## src/rtl/ibex_fetch_align_queue.sv

```systemverilog
// ibex_fetch_align_queue
//
// Buffers word-aligned instruction-fetch responses. Each handshake presents
// one aligned instruction to the IF-ID register. It handles 16-bit compressed
// and 32-bit instructions, including 32-bit instructions that straddle two
// fetch words. Each instruction carries its PC and fetch-error flags.
// clear_i (controller pc_set) flushes the queue and redirects the PC.
//
// Optional build macro: IBEX_FETCH_QUEUE_OCC_EN
//   When defined, adds the occ_o port (the registered entry count) and an
//   assertion that a push never targets a full queue.

module ibex_fetch_align_queue #(
    parameter int unsigned Depth = 3  // 32-bit word entries, legal range 2..8
) (
    input  logic        clk_i,
    input  logic        rst_ni,
    input  logic        clear_i,
    input  logic [31:0] clear_addr_i,
    input  logic        in_valid_i,
    input  logic [31:0] in_rdata_i,
    input  logic        in_err_i,
    output logic        in_ready_o,
    output logic        out_valid_o,
    input  logic        out_ready_i,
    output logic [31:0] out_rdata_o,
    output logic        out_is_compressed_o,
    output logic [31:0] out_addr_o,
    output logic        out_err_o,
    output logic        out_err_plus2_o,
    output logic        busy_o
`ifdef IBEX_FETCH_QUEUE_OCC_EN
    ,
    output logic [$clog2(Depth+1)-1:0] occ_o
`endif
);

    localparam int unsigned PtrW = $clog2(Depth);
    localparam int unsigned CntW = $clog2(Depth + 1);
    localparam logic [CntW-1:0] DepthCnt = CntW'(Depth);
    localparam logic [PtrW-1:0] LastPtr  = PtrW'(Depth - 1);

    // Advance a circular pointer; Depth need not be a power of two.
    function automatic logic [PtrW-1:0] ptr_inc(input logic [PtrW-1:0] p);
        if (p == LastPtr) begin
            return '0;
        end else begin
            return p + PtrW'(1);
        end
    endfunction

    // ------------------------------------------------------------------
    // State
    // ------------------------------------------------------------------
    logic [31:0]     mem_data_q [Depth];
    logic            mem_err_q  [Depth];

    logic [PtrW-1:0] rd_ptr_q, rd_ptr_d;
    logic [PtrW-1:0] wr_ptr_q, wr_ptr_d;
    logic [CntW-1:0] count_q,  count_d;
    logic            offset_q, offset_d;  // 1: instruction starts at the upper halfword
    logic [31:0]     pc_q,     pc_d;

    // Bit 0 of the redirect address is meaningless for halfword-aligned PCs.
    logic unused_clear_addr_bit0;
    assign unused_clear_addr_bit0 = clear_addr_i[0];

    // ------------------------------------------------------------------
    // Head / next entry views
    // ------------------------------------------------------------------
    logic [PtrW-1:0] nx_ptr;
    logic [31:0]     head_data, next_data;
    logic            head_err,  next_err;

    assign nx_ptr    = ptr_inc(rd_ptr_q);
    assign head_data = mem_data_q[rd_ptr_q];
    assign head_err  = mem_err_q[rd_ptr_q];
    assign next_data = mem_data_q[nx_ptr];
    assign next_err  = mem_err_q[nx_ptr];

    logic has_one;
    logic has_two;

    assign has_one = (count_q != '0);
    assign has_two = (count_q >= CntW'(2));

    // ------------------------------------------------------------------
    // Instruction alignment
    // ------------------------------------------------------------------
    logic        instr_valid;
    logic [31:0] instr_data;
    logic        instr_is_c;
    logic        instr_err;
    logic        instr_plus2;
    logic        instr_pops_word;  // accepting this instruction retires the head word

    // Build the aligned instruction from the head (and next) entry.
    always_comb begin
        // NOTE: every output of this block gets a default first so that no
        // path through the if/else tree leaves a value held, which would
        // infer a latch.
        instr_valid     = 1'b0;
        instr_data      = '0;
        instr_is_c      = 1'b0;
        instr_err       = 1'b0;
        instr_plus2     = 1'b0;
        instr_pops_word = 1'b0;

        if (!offset_q) begin
            // Instruction starts at the lower halfword of the head word.
            instr_is_c      = (head_data[1:0] != 2'b11);
            instr_valid     = has_one;
            instr_data      = instr_is_c ? {16'h0, head_data[15:0]} : head_data;
            instr_err       = head_err;
            instr_pops_word = !instr_is_c;
        end else if (head_data[17:16] != 2'b11) begin
            // Compressed instruction in the upper halfword.
            instr_is_c      = 1'b1;
            instr_valid     = has_one;
            instr_data      = {16'h0, head_data[31:16]};
            instr_err       = head_err;
            instr_pops_word = 1'b1;
        end else begin
            // 32-bit instruction that straddles the head and next words.
            instr_is_c      = 1'b0;
            instr_data      = {next_data[15:0], head_data[31:16]};
            instr_pops_word = 1'b1;
            if (head_err && has_one) begin
                // The first half already faulted; do not wait for the second word.
                instr_valid = 1'b1;
                instr_err   = 1'b1;
            end else begin
                instr_valid = has_two;
                if (next_err) begin
                    instr_err   = 1'b1;
                    instr_plus2 = 1'b1;
                end
            end
        end
    end

    // ------------------------------------------------------------------
    // Handshakes
    // ------------------------------------------------------------------
    logic push;
    logic pop;
    logic pop_word;

    assign in_ready_o = (count_q < DepthCnt);
    assign push       = in_valid_i & in_ready_o & ~clear_i;
    assign pop        = instr_valid & out_ready_i & ~clear_i;
    assign pop_word   = pop & instr_pops_word;

    // ------------------------------------------------------------------
    // Next-state logic
    // ------------------------------------------------------------------
    // Compute pointer, count, offset and PC updates; clear_i has priority.
    always_comb begin
        rd_ptr_d = rd_ptr_q;
        wr_ptr_d = wr_ptr_q;
        count_d  = count_q;
        offset_d = offset_q;
        pc_d     = pc_q;

        if (clear_i) begin
            rd_ptr_d = '0;
            wr_ptr_d = '0;
            count_d  = '0;
            offset_d = clear_addr_i[1];
            pc_d     = {clear_addr_i[31:1], 1'b0};
        end else begin
            if (push) begin
                wr_ptr_d = ptr_inc(wr_ptr_q);
            end
            if (pop) begin
                // A compressed instruction moves to the other halfword;
                // a 32-bit one keeps the same halfword alignment.
                offset_d = offset_q ^ instr_is_c;
                pc_d     = pc_q + (instr_is_c ? 32'd2 : 32'd4);
            end
            if (pop_word) begin
                rd_ptr_d = nx_ptr;
            end
            count_d = count_q + CntW'(push) - CntW'(pop_word);
        end
    end

    // ------------------------------------------------------------------
    // Registers
    // ------------------------------------------------------------------
    // Control state with synchronous active-low reset.
    always_ff @(posedge clk_i) begin
        // NOTE: sequential state uses non-blocking assignments so every flop
        // samples pre-edge values regardless of block ordering.
        if (!rst_ni) begin
            rd_ptr_q <= '0;
            wr_ptr_q <= '0;
            count_q  <= '0;
            offset_q <= 1'b0;
            pc_q     <= '0;
        end else begin
            rd_ptr_q <= rd_ptr_d;
            wr_ptr_q <= wr_ptr_d;
            count_q  <= count_d;
            offset_q <= offset_d;
            pc_q     <= pc_d;
        end
    end

    // Entry storage; written only on an accepted push.
    always_ff @(posedge clk_i) begin
        // NOTE: the storage array has no reset; count_q == 0 marks every entry
        // invalid, so stale contents are never presented.
        if (push) begin
            mem_data_q[wr_ptr_q] <= in_rdata_i;
            mem_err_q[wr_ptr_q]  <= in_err_i;
        end
    end

    // ------------------------------------------------------------------
    // Outputs
    // ------------------------------------------------------------------
    assign out_valid_o         = instr_valid;
    assign out_rdata_o         = instr_valid ? instr_data : '0;
    assign out_is_compressed_o = instr_valid & instr_is_c;
    assign out_err_o           = instr_valid & instr_err;
    assign out_err_plus2_o     = instr_valid & instr_plus2;
    assign out_addr_o          = pc_q;
    assign busy_o              = (count_q != '0);

`ifdef IBEX_FETCH_QUEUE_OCC_EN
    assign occ_o = count_q;

    // A push must never land on a full queue.
    push_not_full_a : assert property (@(posedge clk_i) disable iff (!rst_ni)
        !(push && (count_q == DepthCnt)));
`endif

endmodule
```

## config.mk

```make
export PLATFORM = sky130hd
export DESIGN_NAME = ibex_fetch_align_queue
export DESIGN_NICKNAME = d
export VERILOG_FILES = /design/src/rtl/ibex_fetch_align_queue.sv
export SDC_FILE = /design/constraint.sdc
export NUM_CORES = 1
export LEC_CHECK = 0
export BUFFER_PORTS_ARGS = -buffer_cell sky130_fd_sc_hd__buf_2
export CAP_MARGIN = 20
export CORE_MARGIN = 3
export CORE_UTILIZATION = 47
export DETAILED_ROUTE_END_ITERATION = 10
export PLACE_DENSITY_LB_ADDON = 0.12
export SLEW_MARGIN = 20
export SYNTH_ARGS = -nofsm -noshare
export SYNTH_HDL_FRONTEND = slang
export SYNTH_SLANG_ARGS = --single-unit
export TNS_END_PERCENT = 30
```

## constraint.sdc

```tcl
create_clock -name clk_i -period 10.6 [get_ports clk_i]
set_input_delay 0 -clock clk_i [delete_from_list [all_inputs] [get_ports clk_i]]
set_output_delay 0 -clock clk_i [all_outputs]
set_load 0.02 [all_outputs]
```

==> results.toml <==
[run_status]
status = "finished, final reports clean"

[power_and_ir_drop]
p_leak_nw = 3.322
power_w = 0.001387
ir_worst_vdd_v = 0.0001465
pwr_density_cell_nw_per_um2 = 153.9

[route]
num_vias = 5810
drc = 0
drtPass1Iterations = 5
viasPerCell = 5.741
drtIter0Drc = 381
wire_per_inst_um = 18.11
ant_nets = 0
routed_wl_um = 18320

[cts]
root_buffer = "clkbuf_16"
clk_path_buf_depth = 2
cts_buffers = 17
cts_sinks = 139
cts_tree = "yes"
clk_pin_slew_ps = 60
ctsHtreeMaxLevel = 4
insertion_delay_ps = 430

[finish]
fillers = 1132
fin_cells = 1012
num_antenna_cells = 0
ff_latch_area_um2 = 3776
area_delta_synth_final_pct = 30.94
final_core_util_pct = 63.94
fin_nets = 893
multi_input_area_um2 = 2929
drive_above_1_share_pct = 24.88

[worst_setup_path]
crit_cells = 12
crit_path_max_fanout = 24
crit_type = "reg2reg"
r2r_cells = 12
critical_path.top_delay_family = "simple AND/OR/NAND/NOR gates"
slowest_stage = "nand2_1"
crit_end = "out_addr_o[23]$_SDFFE_PN0P_"
crit_arrival_ps = 4930
r2r_setup_slack_ps = 5990
crit_path_end_kind = "flop"
max_stage_delay_ps = 690
cpMostUsedCell = "nand2_1"
timing.rr.end = "out_addr_o[23]$_SDFFE_PN0P_"
path_cells = "buf_4 > mux2_4 > o211a_1 > nand2_1 > nand2_1 > inv_1 > ha_1 > fa_1 > and2_1 > nand3_1 > o41a_1 > o311a_1"
critPathLaunchType = "flop"
path_buf_inv = 2
worstPathRequired_ps = 10920

[global_route]
antenna_found_initial = 0
grt_overflow = 0
grt_pass1_wl_um = 28860
grt_max_degree = 70
grt_pass1_vias = 5639
track_usage_pct = 22.57

[floorplan]
num_io_pins = 140
rows = 43
die_h_um = 127.0
die_x_um = 127.0
core_um2 = 14100
dieArea_um2 = 16130
initial_core_util_pct = 48.83

[synth]
async_flop_share_pct = 0
syn_area_per_cell_um2 = 10.93
ys_seq_area_share_pct = 54.83
syn-num-nets = 704
synth_flop_cell = "edfxtp_1"
ys_ff_latch = 139
synth_area_um2 = 6883
postSynthCellCount = 630
yosys_warnings = 0
synth_edf_count = 99
synth_cell_type_count = 59

[placement]
dp.cells = 916
io_buffers = 137
hpwlAfterDp_um = 11180
gp_congestion = 0.8212

[timing]
fin_worst_skew_ps = 11.87
slew_violations = 0
hold_viol_final = 0
setup_viol = 0
slew_headroom_pct = 33.73
fmax_ghz = 0.2169
worst_slew_pin_slew_ps = 991.9
post-route-min-period_ps = 4611
post-route-period-util_pct = 43.50
rsz0062_at_grt = "no"
fin_tns_setup_ps = 0

[min_path]
hold_class = "in2reg"

[job]
drv_cap = 0
## worst reg2reg max path: cells and delay by family, from the launching register on
| family | cells | cell delay (ps) |
|---|---|---|
| AND/OR/NAND/NOR | 4 | 1520 |
| flip-flops | 1 | 540 |
| buffers and inverters | 2 | 600 |
| AO/OA/AOI/OAI | 3 | 1030 |
| multiplexers | 1 | 360 |
| adder cells (fa/ha/maj) | 2 | 450 |
## synth_stat cells (all sizes together) (10+ instances only)
cell / n / area, um2
a21oi: 51 / 255.2
a31oi: 23 / 143.9
buf: 13 / 76.32
clkbuf: 28 / 105.1
dfxtp: 40 / 800.8
edfxtp: 99 / 2973
inv: 10 / 37.54
mux2: 17 / 195.2
mux2i: 53 / 530.5
nand2: 32 / 120.1
nand3: 12 / 60.06
nand4: 11 / 75.07
nor2: 79 / 296.5
o21ai: 37 / 185.2
o22a: 15 / 131.4
o31ai: 13 / 102.6
or4: 10 / 75.07
## layout by cell type, fill, tap and decap left out, drive strengths merged, types with 3 or more instances in the layout
cell / instances
buf: 147
edfxtp: 99
nor2: 79
dlygate4sd3: 64
mux2i: 53
a21oi: 51
dfxtp: 40
o21ai: 37
nand2: 32
a31oi: 23
clkbuf: 17
mux2: 17
inv: 17
o22a: 15
o31ai: 13
nand3: 12
nand4: 11
or4: 10
or3: 6
and2: 6
nor4: 6
nand2b: 5
nor3: 5
o21a: 4
a211oi: 4
o311a: 4
or4b: 4
o41ai: 4
bufinv: 4
nor3b: 3
and4: 3
ha: 3
nor4b: 3
## how the worst min path moves through the flow
stage / from / to / slack (ps) / cells after the start
4_1_cts: clear_i / out_addr_o[23]$_SDFFE_PN0P_ / 60 / 3
2_1_floorplan: in_rdata_i[0] / mem_data_q[0][0]$_DFFE_PP_ / 100 / 0
6_report: clear_i / out_addr_o[23]$_SDFFE_PN0P_ / 70 / 3
3_3_place_gp: in_rdata_i[4] / mem_data_q[1][4]$_DFFE_PP_ / 200 / 1
5_1_grt: clear_i / out_addr_o[23]$_SDFFE_PN0P_ / 100 / 3
3_5_place_dp: in_err_i / mem_err_q[0]$_DFFE_PP_ / 200 / 1
## cell type report
class	count	share of cell area, %
clock buffers	17	4.720
clock inverters	15	2.332
inverters	10	0.4165
multi-input cells	440	32.50
flip-flops and latches	139	41.90
well taps	180	2.499
repair buffers	211	15.63
## state kept, by name, indices dropped and copies added (netlist names), named ones only
name and flops:
mem_data_q 96, out_addr_o 31, mem_err_q 3, count_q 2, rd_ptr_q 2, wr_ptr_q 2
offset_q 1
## cells by family (layout without fill, tap and decap cells)
| group | Yosys count | in the layout | share of synthesized area [%] |
|---|---|---|---|
| buffers and inverters | 51 | 253 | 3.181 |
| adder cells (fa/ha/maj) | 4 | 4 | 0.8363 |
| multiplexers | 70 | 70 | 10.54 |
| AND/OR/NAND/NOR | 191 | 191 | 14.03 |
| flip-flops | 139 | 139 | 54.83 |
| XOR/XNOR | 3 | 3 | 0.3818 |
| AO/OA/AOI/OAI | 171 | 171 | 16.14 |
| other | 1 | 1 | 0.05448 |
## report_power, final
part	switching [W]	total, W	internal (W)
registers	0.0000144	0.000614	0.000599
logic	0.0000725	0.000131	0.0000582
clock network	0.000243	0.000642	0.000399
total	0.000330	0.00139	0.00106
## layer usage
| metal | track usage [%] | up-vias | part of all wire, % |
|---|---|---|---|
| li1 | - | 2800 | - |
| met4 | 7.192 | 0 | 1.3 |
| met5 | 0 | - | 0 |
| met3 | 4.975 | 22 | 6.1 |
| met2 | 38.26 | 218 | 49 |
| met1 | 28.95 | 2770 | 44 |
## per-stage QoR
step	hold slack, ps	setup slack, ps	area [um2]
floorplan	98.87	5836	6883
global placement	196.2	6038	7721
detailed placement	204.2	5968	7736
CTS	61.66	5948	9012
global route	100.8	5612	9012
finish	69.21	5989	9012
## repair_timing
action,in CTS,in global routing
hold buffers,64,0
hold endpoints to repair,131,0
resized for setup,0,0
endpoints found under the setup margin,0,0
setup buffers,0,0
Power figures use the tool's default switching activity.
